[src/rtl/pc_pkg.sv]
// Shared definitions for the program-counter sequencer: next-PC select encodings.
package pc_pkg;

  // Next-PC mode selected on the Sel input
  typedef enum logic [1:0] {
    SEL_SEQ    = 2'b00,
    SEL_BRANCH = 2'b01,
    SEL_JUMP   = 2'b10,
    SEL_RET    = 2'b11
  } sel_e;

endpackage

[src/rtl/pc_ras.sv]
// Circular return-address stack. When full, a push overwrites the oldest entry.
// The overflow and underflow outputs are single-cycle pulses qualified by push/pop.
module pc_ras #(
  parameter int PC_W      = 16,
  parameter int RAS_DEPTH = 8
) (
  input  logic            Clk,
  input  logic            Reset,
  input  logic            push,
  input  logic            pop,
  input  logic [PC_W-1:0] pushdata,
  output logic [PC_W-1:0] top,
  output logic            empty,
  output logic            full,
  output logic            overflow,
  output logic            underflow
);

  localparam int PTR_W = $clog2(RAS_DEPTH);
  localparam int CNT_W = PTR_W + 1;

  logic [PC_W-1:0]  mem [RAS_DEPTH];
  logic [PTR_W-1:0] ptr;
  logic [CNT_W-1:0] count;
  logic             dopop;

  assign empty     = (count == '0);
  assign full      = (count == CNT_W'(RAS_DEPTH));
  assign top       = mem[ptr - PTR_W'(1)];
  assign overflow  = push & full;
  assign underflow = pop & empty;
  assign dopop     = pop & ~empty & ~push;

  // Pointer names the next free slot; once the stack is full it names the oldest entry,
  // so a push always wraps onto the oldest entry.
  always_ff @(posedge Clk) begin
    if (Reset) begin
      ptr   <= '0;
      count <= '0;
    end else if (push) begin
      ptr <= ptr + PTR_W'(1);
      if (!full) begin
        count <= count + CNT_W'(1);
      end
    end else if (dopop) begin
      ptr   <= ptr - PTR_W'(1);
      count <= count - CNT_W'(1);
    end
  end

  // Entry storage is not reset; an entry cannot be read until it has been pushed.
  always_ff @(posedge Clk) begin
    if (push) begin
      mem[ptr] <= pushdata;
    end
  end

endmodule

[src/rtl/pc_sequencer.sv]
// Program counter with sequential, branch, jump and return modes, plus a call/return stack.
// The only registers are PCout, the sticky error flags and the state held in pc_ras.
module pc_sequencer
  import pc_pkg::*;
#(
  parameter int PC_W      = 16,
  parameter int RAS_DEPTH = 8,
  parameter int RESET_VEC = 0,
  parameter int INC       = 1
) (
  input  logic            Clk,
  input  logic            Reset,
  input  logic            PCWrite,
  input  logic [1:0]      Sel,
  input  logic            Call,
  input  logic [PC_W-1:0] Offset,
  input  logic [PC_W-1:0] Target,
  output logic [PC_W-1:0] PCout,
  output logic            RASEmpty,
  output logic            RASFull,
  output logic            RASOverflow,
  output logic            RASUnderflow
);

  logic [PC_W-1:0] seqpc;
  logic [PC_W-1:0] brpc;
  logic [PC_W-1:0] nextpc;
  logic [PC_W-1:0] rastop;
  logic            pushreq;
  logic            popreq;
  logic            raspush;
  logic            raspop;
  logic            ovfpulse;
  logic            unfpulse;

  assign seqpc = PCout + PC_W'(INC);
  assign brpc  = PCout + Offset;

  // Choose the next PC from Sel; Call only pushes on BRANCH or JUMP, and a RET on an
  // empty stack falls through to the sequential address.
  always_comb begin
    nextpc  = seqpc;
    pushreq = 1'b0;
    popreq  = 1'b0;
    case (Sel)
      SEL_BRANCH: begin
        nextpc  = brpc;
        pushreq = Call;
      end
      SEL_JUMP: begin
        nextpc  = Target;
        pushreq = Call;
      end
      SEL_RET: begin
        popreq = 1'b1;
        nextpc = RASEmpty ? seqpc : rastop;
      end
      default: begin
        nextpc = seqpc;
      end
    endcase
  end

  assign raspush = PCWrite & pushreq;
  assign raspop  = PCWrite & popreq;

  pc_ras #(
    .PC_W      (PC_W),
    .RAS_DEPTH (RAS_DEPTH)
  ) u_ras (
    .Clk       (Clk),
    .Reset     (Reset),
    .push      (raspush),
    .pop       (raspop),
    .pushdata  (seqpc),
    .top       (rastop),
    .empty     (RASEmpty),
    .full      (RASFull),
    .overflow  (ovfpulse),
    .underflow (unfpulse)
  );

  // Advance the PC on enabled cycles; a stall holds it.
  always_ff @(posedge Clk) begin
    if (Reset) begin
      PCout <= PC_W'(RESET_VEC);
    end else if (PCWrite) begin
      PCout <= nextpc;
    end
  end

  // Stack error flags latch on the first occurrence and stay set until reset.
  always_ff @(posedge Clk) begin
    if (Reset) begin
      RASOverflow  <= 1'b0;
      RASUnderflow <= 1'b0;
    end else begin
      RASOverflow  <= RASOverflow | ovfpulse;
      RASUnderflow <= RASUnderflow | unfpulse;
    end
  end

endmodule
[config.mk]
export PLATFORM = sky130hd
export DESIGN_NAME = pc_sequencer
export DESIGN_NICKNAME = d
export VERILOG_FILES = /design/src/rtl/pc_pkg.sv /design/src/rtl/pc_ras.sv /design/src/rtl/pc_sequencer.sv
export SDC_FILE = /design/constraint.sdc
export NUM_CORES = 1
export LEC_CHECK = 0
export CORE_MARGIN = 1.5
export CORE_UTILIZATION = 53
export CTS_CLUSTER_DIAMETER = 150
export CTS_CLUSTER_SIZE = 14
export DETAILED_ROUTE_END_ITERATION = 10
export PLACE_DENSITY = 0.81
export SKIP_LAST_GASP = 1
export SYNTH_ARGS = -nofsm -noshare
export SYNTH_HDL_FRONTEND = slang
export SYNTH_SLANG_ARGS = --single-unit
[constraint.sdc]
create_clock -name Clk -period 3.5 [get_ports Clk]
set_clock_uncertainty 0.05 [all_clocks]
set_input_delay 0.35 -clock Clk [delete_from_list [all_inputs] [get_ports Clk]]
set_output_delay 0.35 -clock Clk [all_outputs]
set_load 0.01 [all_outputs]
==> out/results.tsv, run 1 <==
stage	metric	value	unit
outcome	outcome	complete, no violations	
setup_path	cp-start-kind	register	
clocking	clock_tree.root_cell	clkbuf_16	
logic_synthesis	ys_dominant_reg_cell	edfxtp_1	
timing	final_min_period_over_clock_period	84.0	%
timing	max-slew-margin-rel	30.3	%
global_route	globalRouteOverflowTotal	0	
setup_path	timing.critical_path.fanout_max	6	
clocking	cts_post_setup_buffers_inserted	0	
setup_path	critPathKind	reg -> reg	
route	detailroute.via_count	4987	
place	placement.io_buffers	57	
floorplan	die_height	121	um
logic_synthesis	number_of_enable_type_register_cells_in_the_synthesized_netlist	128	
clocking	cts_made_buffers	17	
power_and_ir_drop	power_per_cell_area	533	nW/um^2
layout	fin_util	65.8	%
route	detail_route.first_pass.iterations	5	
layout	finalNonFillerCells	790	
timing	period_needed	2940	ps
layout	most-common-layout-cells	edfxtp_1 (128), clkdlybuf4s50_1 (57), nor2_1 (36), nand2_1 (36)	
timing	maxClockFrequency	340	MHz
logic_synthesis	synthesis.nets	597	
timing	worstMarginPinSlew	1040	ps
clocking	cts-htree-levels	4	
setup_path	critical-path-max-stage-delay	410	ps
route	route.detailed.wl_per_inst	22.4	um
global_route	overall_global_routing_resource_usage	25.3	%
setup_path	endpoint_required_time_on_the_critical_path	3700	ps
global_route	antenna_violations_before_repair	0	
logic_synthesis	synthesis.instances	533	
clocking	clock_insertion_delay_worst_skew	420	ps
floorplan	placeableCoreArea	13400	um^2
place	dp_worst_setup_slack	171	ps
floorplan	die_area	14700	um^2
logic_synthesis	asyncSetResetFlopFracSynth	0	%
logic_synthesis	mappedNetlistArea	7390	um^2
setup_path	arrival	3140	ps
clocking	cts_tree	done	
layout	layout-drive-gt1-share	15.0	%
global_route	number_of_global_route_vias_before_repair	4922	
layout	layout.cells.most_common	edfxtp_1	
power_and_ir_drop	leakagePower	3.12	nW
clocking	cts_max_path_buffers	2	
layout	finish.net_count	665	
global_route	first_pass_grt_wire_length	27.2	mm
logic_synthesis	postSynthAreaPerCell	13.9	um^2
floorplan	chipWidth	121	um
place	placed_cells_incl_taps	758	
clocking	cts_hold_repair.buffers	0	
setup_path	crit_chain	ha_1, fa_1, a21o_1, a221oi_2, o311ai_1, a311o_1, xor2_1, a221oi_1, nor3_1	
timing	final_max_slew_viol_count	0	
route	drt_iter0_markers	540	
place	placer_s_final_routability_congestion_estimate	0.919	
place	dpl.hpwl	11.8	mm
setup_path	cp-end-kind	register	
floorplan	rows	42	
timing	final.hold.worst_slack	419	ps
route	ant_nets	0	
timing	finalSetupTns	0	ps
timing	postLayoutSetupSlackWorst	561	ps
global_route	grt_start_max_net_pins	37	
layout	antenna_cells_inserted	0	
power_and_ir_drop	peakVddDrop	0.000389	V
logic_synthesis	yosys.cell_types.count	59	
layout	flow.area_growth_from_synthesis	19.4	%
timing	grt_setup_unrepaired	no	
clocking	cts_num_sinks	153	
floorplan	initial_utilization	55.2	%
clocking	post_cts.resized_instances	0	
logic_synthesis	ys_seq_elements	153	
route	drt_via_density	6.31	
logic_synthesis	synth-warning-count	0	
route	drc	0	
floorplan	num_io_pins	58	
route	drt-total-wl	17.7	mm
setup_path	slowest_stage	fa_1	
logic_synthesis	seq_area_frac_synth	58.8	%
min_path	worst_hold_path_type	reg -> reg	
timing	finalSetupViolCount	0	
clocking	cts.clk_slew.worst_paths	70	ps
timing	finalHoldViolCount	0	
job	drv.max_cap_violation_count	0	
==> worst max-delay path, delay by kind of cell, from the launching register on <==
| kind | cells | cell delay (ps) |
|---|---|---|
| xor+xnor | 1 | 150 |
| compound gates | 5 | 1450 |
| fa+ha+maj | 2 | 680 |
| simple gates | 1 | 70 |
| flops | 1 | 380 |
==> metrics by stage <==
step	total power, mW	cell area (um^2)
finish	4.70	8820
global route	4.87	8820
CTS	4.72	8820
detailed placement	2.96	8250
global placement	2.94	8250
floorplan	2.68	7390
==> Yosys cell counts (2+ instances only) <==
| cell | instances | area [um^2] |
|---|---|---|
| a41oi_1 | 2 | 17.5 |
| mux2i_1 | 16 | 160 |
| xor2_1 | 14 | 123 |
| mux2_2 | 3 | 33.8 |
| nor4b_1 | 2 | 17.5 |
| o22ai_1 | 6 | 37.5 |
| a21oi_1 | 23 | 115 |
| nand3_1 | 11 | 55.1 |
| ha_1 | 24 | 300 |
| nor3_1 | 8 | 40.0 |
| and3_1 | 5 | 31.3 |
| nand2_1 | 36 | 135 |
| o31ai_1 | 2 | 15.0 |
| o211ai_1 | 4 | 30.0 |
| and2_1 | 3 | 18.8 |
| a21o_1 | 7 | 52.6 |
| a222oi_1 | 3 | 30.0 |
| fa_1 | 2 | 40.0 |
| edfxtp_1 | 128 | 3840 |
| nor4_1 | 4 | 25.0 |
| a211oi_1 | 9 | 67.6 |
| buf_2 | 6 | 30.0 |
| dfxtp_1 | 25 | 500 |
| a221oi_1 | 9 | 78.8 |
| nand4_1 | 3 | 18.8 |
| xnor2_1 | 19 | 166 |
| o21ai_0 | 27 | 135 |
| mux4_2 | 27 | 608 |
| o2111ai_1 | 2 | 17.5 |
| nor2_1 | 36 | 135 |
| a22oi_1 | 2 | 15.0 |
| clkbuf_1 | 17 | 63.8 |
| a31oi_1 | 3 | 18.8 |
| buf_4 | 3 | 22.5 |
| inv_1 | 13 | 48.8 |
| mux4_1 | 5 | 131 |
| nand2b_1 | 2 | 12.5 |
==> flip-flops by register name, summed over array words and instances (netlist names) <==
signal / flops
RASOverflow: 1
RASUnderflow: 1
u_ras.mem: 128
PCout: 16
u_ras.ptr: 3
u_ras.count: 4
==> logic make-up after synthesis <==
group / count (synthesis) / synth area share [%]
simple gates: 116 / 7.25
compound gates: 110 / 9.90
fa+ha+maj: 26 / 4.60
flops: 153 / 58.8
xor+xnor: 34 / 4.28
buf+inv: 43 / 2.56
mux: 51 / 12.6
==> power breakdown <==
group          switching (mW)  internal, mW
clock                   0.810         0.952
combinational           0.463         0.385
sequential             0.0562          2.04
==> final cells by class <==
class | count | area [um^2]
Clock buffer | 17 | 425
Clock inverter | 15 | 146
Fill cell | 925 | 4580
Inverter | 15 | 56.3
Multi-Input combinational cell | 337 | 2880
Sequential cell | 153 | 4350
Tap cell | 176 | 220
Timing Repair Buffer | 77 | 746
==> layer usage <==
layer,up-vias,wire [um],GRT usage [%]
li1,2229,-,-
met1,2458,6970,33.1
met2,271,8680,42.3
met3,29,1650,5.26
met4,0,374,9.04
met5,-,0,0
==> final timing paths <==
check	start	end	slack, ps	cells past startpoint
max	PCout[0]	PCout[14]	560	9
min	RASUnderflow	RASUnderflow	420	2
min reg2reg	RASUnderflow	RASUnderflow	420	2
max reg2reg	PCout[0]	PCout[14]	560	9
(Power assumes the default switching activity.)
==> run 2: changes to the inputs <==
- clock period: 3.5 -> 2.49 ns (I/O delays scaled with it)
==> out/results.tsv, run 2 (synthesized netlist as in run 1, its figures left out) <==
stage	metric	value	unit	change
layout	flow.area_growth_from_synthesis	28.5	%	was 19.4%
layout	largest_register_ffs	128		unchanged
floorplan	rows	42		unchanged
setup_path	regToRegEndpoint	PCout[12]		was PCout[14]
layout	layout.cells.most_common	edfxtp_1		unchanged
global_route	grt_start_max_net_pins	27		was 37
power_and_ir_drop	peakVddDrop	0.000488	V	was 0.000389 V
setup_path	reg2reg_from	PCout[0]		unchanged
setup_path	r2r_slack	-30	ps	was 560 ps
power_and_ir_drop	leakagePower	3.51	nW	was 3.12 nW
min_path	worst_hold_launch	Target[8]		was RASUnderflow
global_route	antenna_violations_before_repair	0		unchanged
clocking	cts-htree-levels	4		unchanged
clocking	cts_tree	done		unchanged
timing	maxClockFrequency	397	MHz	was 340 MHz
clocking	cts_num_sinks	153		unchanged
setup_path	worstRegToRegCells	9		unchanged
layout	most-common-layout-cells	edfxtp_1 (128), buf_4 (82), clkdlybuf4s50_1 (57), nand2_1 (36), nor2_1 (35)		was edfxtp_1 (128), clkdlybuf4s50_1 (57), nor2_1 (36), nand2_1 (36)
global_route	globalRouteOverflowTotal	0		unchanged
setup_path	endpoint_required_time_on_the_critical_path	2710	ps	was 3700 ps
outcome	failed_checks	negative setup slack		
setup_path	timing.critical_path.fanout_max	3		was 6
floorplan	initial_utilization	55.2	%	unchanged
layout	largest_register	u_ras.mem		unchanged
place	placer_s_final_routability_congestion_estimate	0.944		was 0.919
route	detailroute.via_count	5348		was 4987
global_route	first_pass_grt_wire_length	30.2	mm	was 27.2 mm
place	dpl.hpwl	13.0	mm	was 11.8 mm
timing	finalHoldViolCount	0		unchanged
timing	worstMarginPinSlew	886	ps	was 1040 ps
layout	layout-drive-gt1-share	25.4	%	was 15.0%
setup_path	cp-end-kind	register		unchanged
place	dp_worst_setup_slack	-488	ps	was 171 ps
floorplan	placeableCoreArea	13400	um^2	unchanged
clocking	cts_max_path_buffers	2		unchanged
route	drt-total-wl	19.8	mm	was 17.7 mm
job	drv.max_cap_violation_count	0		unchanged
route	detail_route.first_pass.iterations	6		was 5
layout	finish.net_count	732		was 665
floorplan	chipWidth	121	um	unchanged
route	route.detailed.wl_per_inst	23.1	um	was 22.4 um
setup_path	critPathKind	reg -> reg		unchanged
timing	grt_setup_unrepaired	yes		was no
global_route	number_of_global_route_vias_before_repair	5395		was 4922
route	drt_via_density	6.24		was 6.31
clocking	cts_made_buffers	17		unchanged
global_route	overall_global_routing_resource_usage	28.1	%	was 25.3%
power_and_ir_drop	power_per_cell_area	727	nW/um^2	was 533 nW/um^2
floorplan	die_area	14700	um^2	unchanged
floorplan	num_io_pins	58		unchanged
timing	final_min_period_over_clock_period	101	%	was 84.0%
timing	final_max_slew_viol_count	0		unchanged
setup_path	arrival	2740	ps	was 3140 ps
floorplan	die_height	121	um	unchanged
clocking	cts_hold_repair.buffers	0		unchanged
timing	postLayoutSetupSlackWorst	-27.6	ps	was 561 ps
power_and_ir_drop	power	6.91	mW	was 4.70 mW
timing	max-slew-margin-rel	40.8	%	was 30.3%
clocking	cts.clk_slew.worst_paths	70	ps	about the same
route	drc	0		unchanged
min_path	worst_hold_path_type	in -> reg		was reg -> reg
min_path	hold_depth	3		was 2
clocking	clock_tree.root_cell	clkbuf_16		unchanged
place	placement.io_buffers	57		unchanged
route	drt_iter0_markers	545		was 540
layout	antenna_cells_inserted	0		unchanged
timing	period_needed	2520	ps	was 2940 ps
layout	fin_util	70.9	%	was 65.8%
timing	finalSetupViolCount	2		was 0
setup_path	cp-start-kind	register		unchanged
min_path	worst_hold_endpoint	PCout[8]		was RASUnderflow
outcome	outcome	finished, violations left		was complete, no violations
clocking	clock_insertion_delay_worst_skew	420	ps	about the same
layout	reg_top3	u_ras.mem (128), PCout (16), u_ras.count (4)		unchanged
route	ant_nets	0		unchanged
## run 2: changes by cell type in the layout (fill, tap and decap cells not counted), sizes merged
cell,before,now
inv,26,23
clkinvlp,1,0
clkinv,3,7
buf,20,87
## run 2: area by class of cell
class | count | area, um^2
inverter | 15 | 63.8
fill | 881 | 3900
sequential | 153 | 4350
multi-input combinational | 337 | 2980
timing repair buffer | 144 | 1290
clock inverter | 15 | 169
clock buffer | 17 | 425
tap | 176 | 220
## run 2: worst max-delay path, cell delays in order, from the launching register on
cell and delay (ps):
dfxtp_2 350, ha_4 170, fa_2 340, a21o_1 200, a221oi_4 320, o311ai_4 150
o31ai_2 280, xnor2_1 120, a221oi_1 280, nor4_1 100
## run 2: metrics by stage
step | TNS, ps | instance area [um^2] | hold WS, ps | instances
finish | -34.9 | 9500 | 457 | 857
global route | -244 | 9500 | 500 | 857
CTS | -93.4 | 9420 | 431 | 853
detailed placement | -2060 | 8790 | 430 | 820
global placement | -1430 | 8790 | 400 | 820
floorplan | -18070 | 7490 | 422 | 533
## run 2: how the worst max path moves through the flow
stage | from | endpoint | cells past startpoint
after floorplan | Sel[0] | u_ras.mem[2][0] | 7
after global placement | Offset[0] | PCout[14] | 10
after detailed placement | Offset[0] | PCout[14] | 10
after CTS | PCout[0] | PCout[14] | 9
after global routing | PCout[0] | PCout[12] | 9
final | PCout[0] | PCout[12] | 9
## run 2: power by group
part | switching [mW] | total (mW) | internal, mW
Sequential | 0.0554 | 2.92 | 2.86
Combinational | 0.756 | 1.45 | 0.689
Clock | 1.19 | 2.54 | 1.35
Total | 2.00 | 6.91 | 4.91
## run 2: metal layers
layer | GRT usage, % | vias to the layer above | share of wire, %
met5 | 0 | - | 0
met4 | 13.6 | 0 | 3.7
met3 | 4.75 | 69 | 7.4
met2 | 46.2 | 325 | 49
met1 | 36.5 | 2588 | 40
li1 | - | 2366 | -
## run 2: repair_timing
item	4_1_cts	5_1_grt
pin swaps	2	8
setup endpoints to repair	5	10
endpoints found under the hold margin	0	0
resized for setup	4	9
buffers inserted	1	4
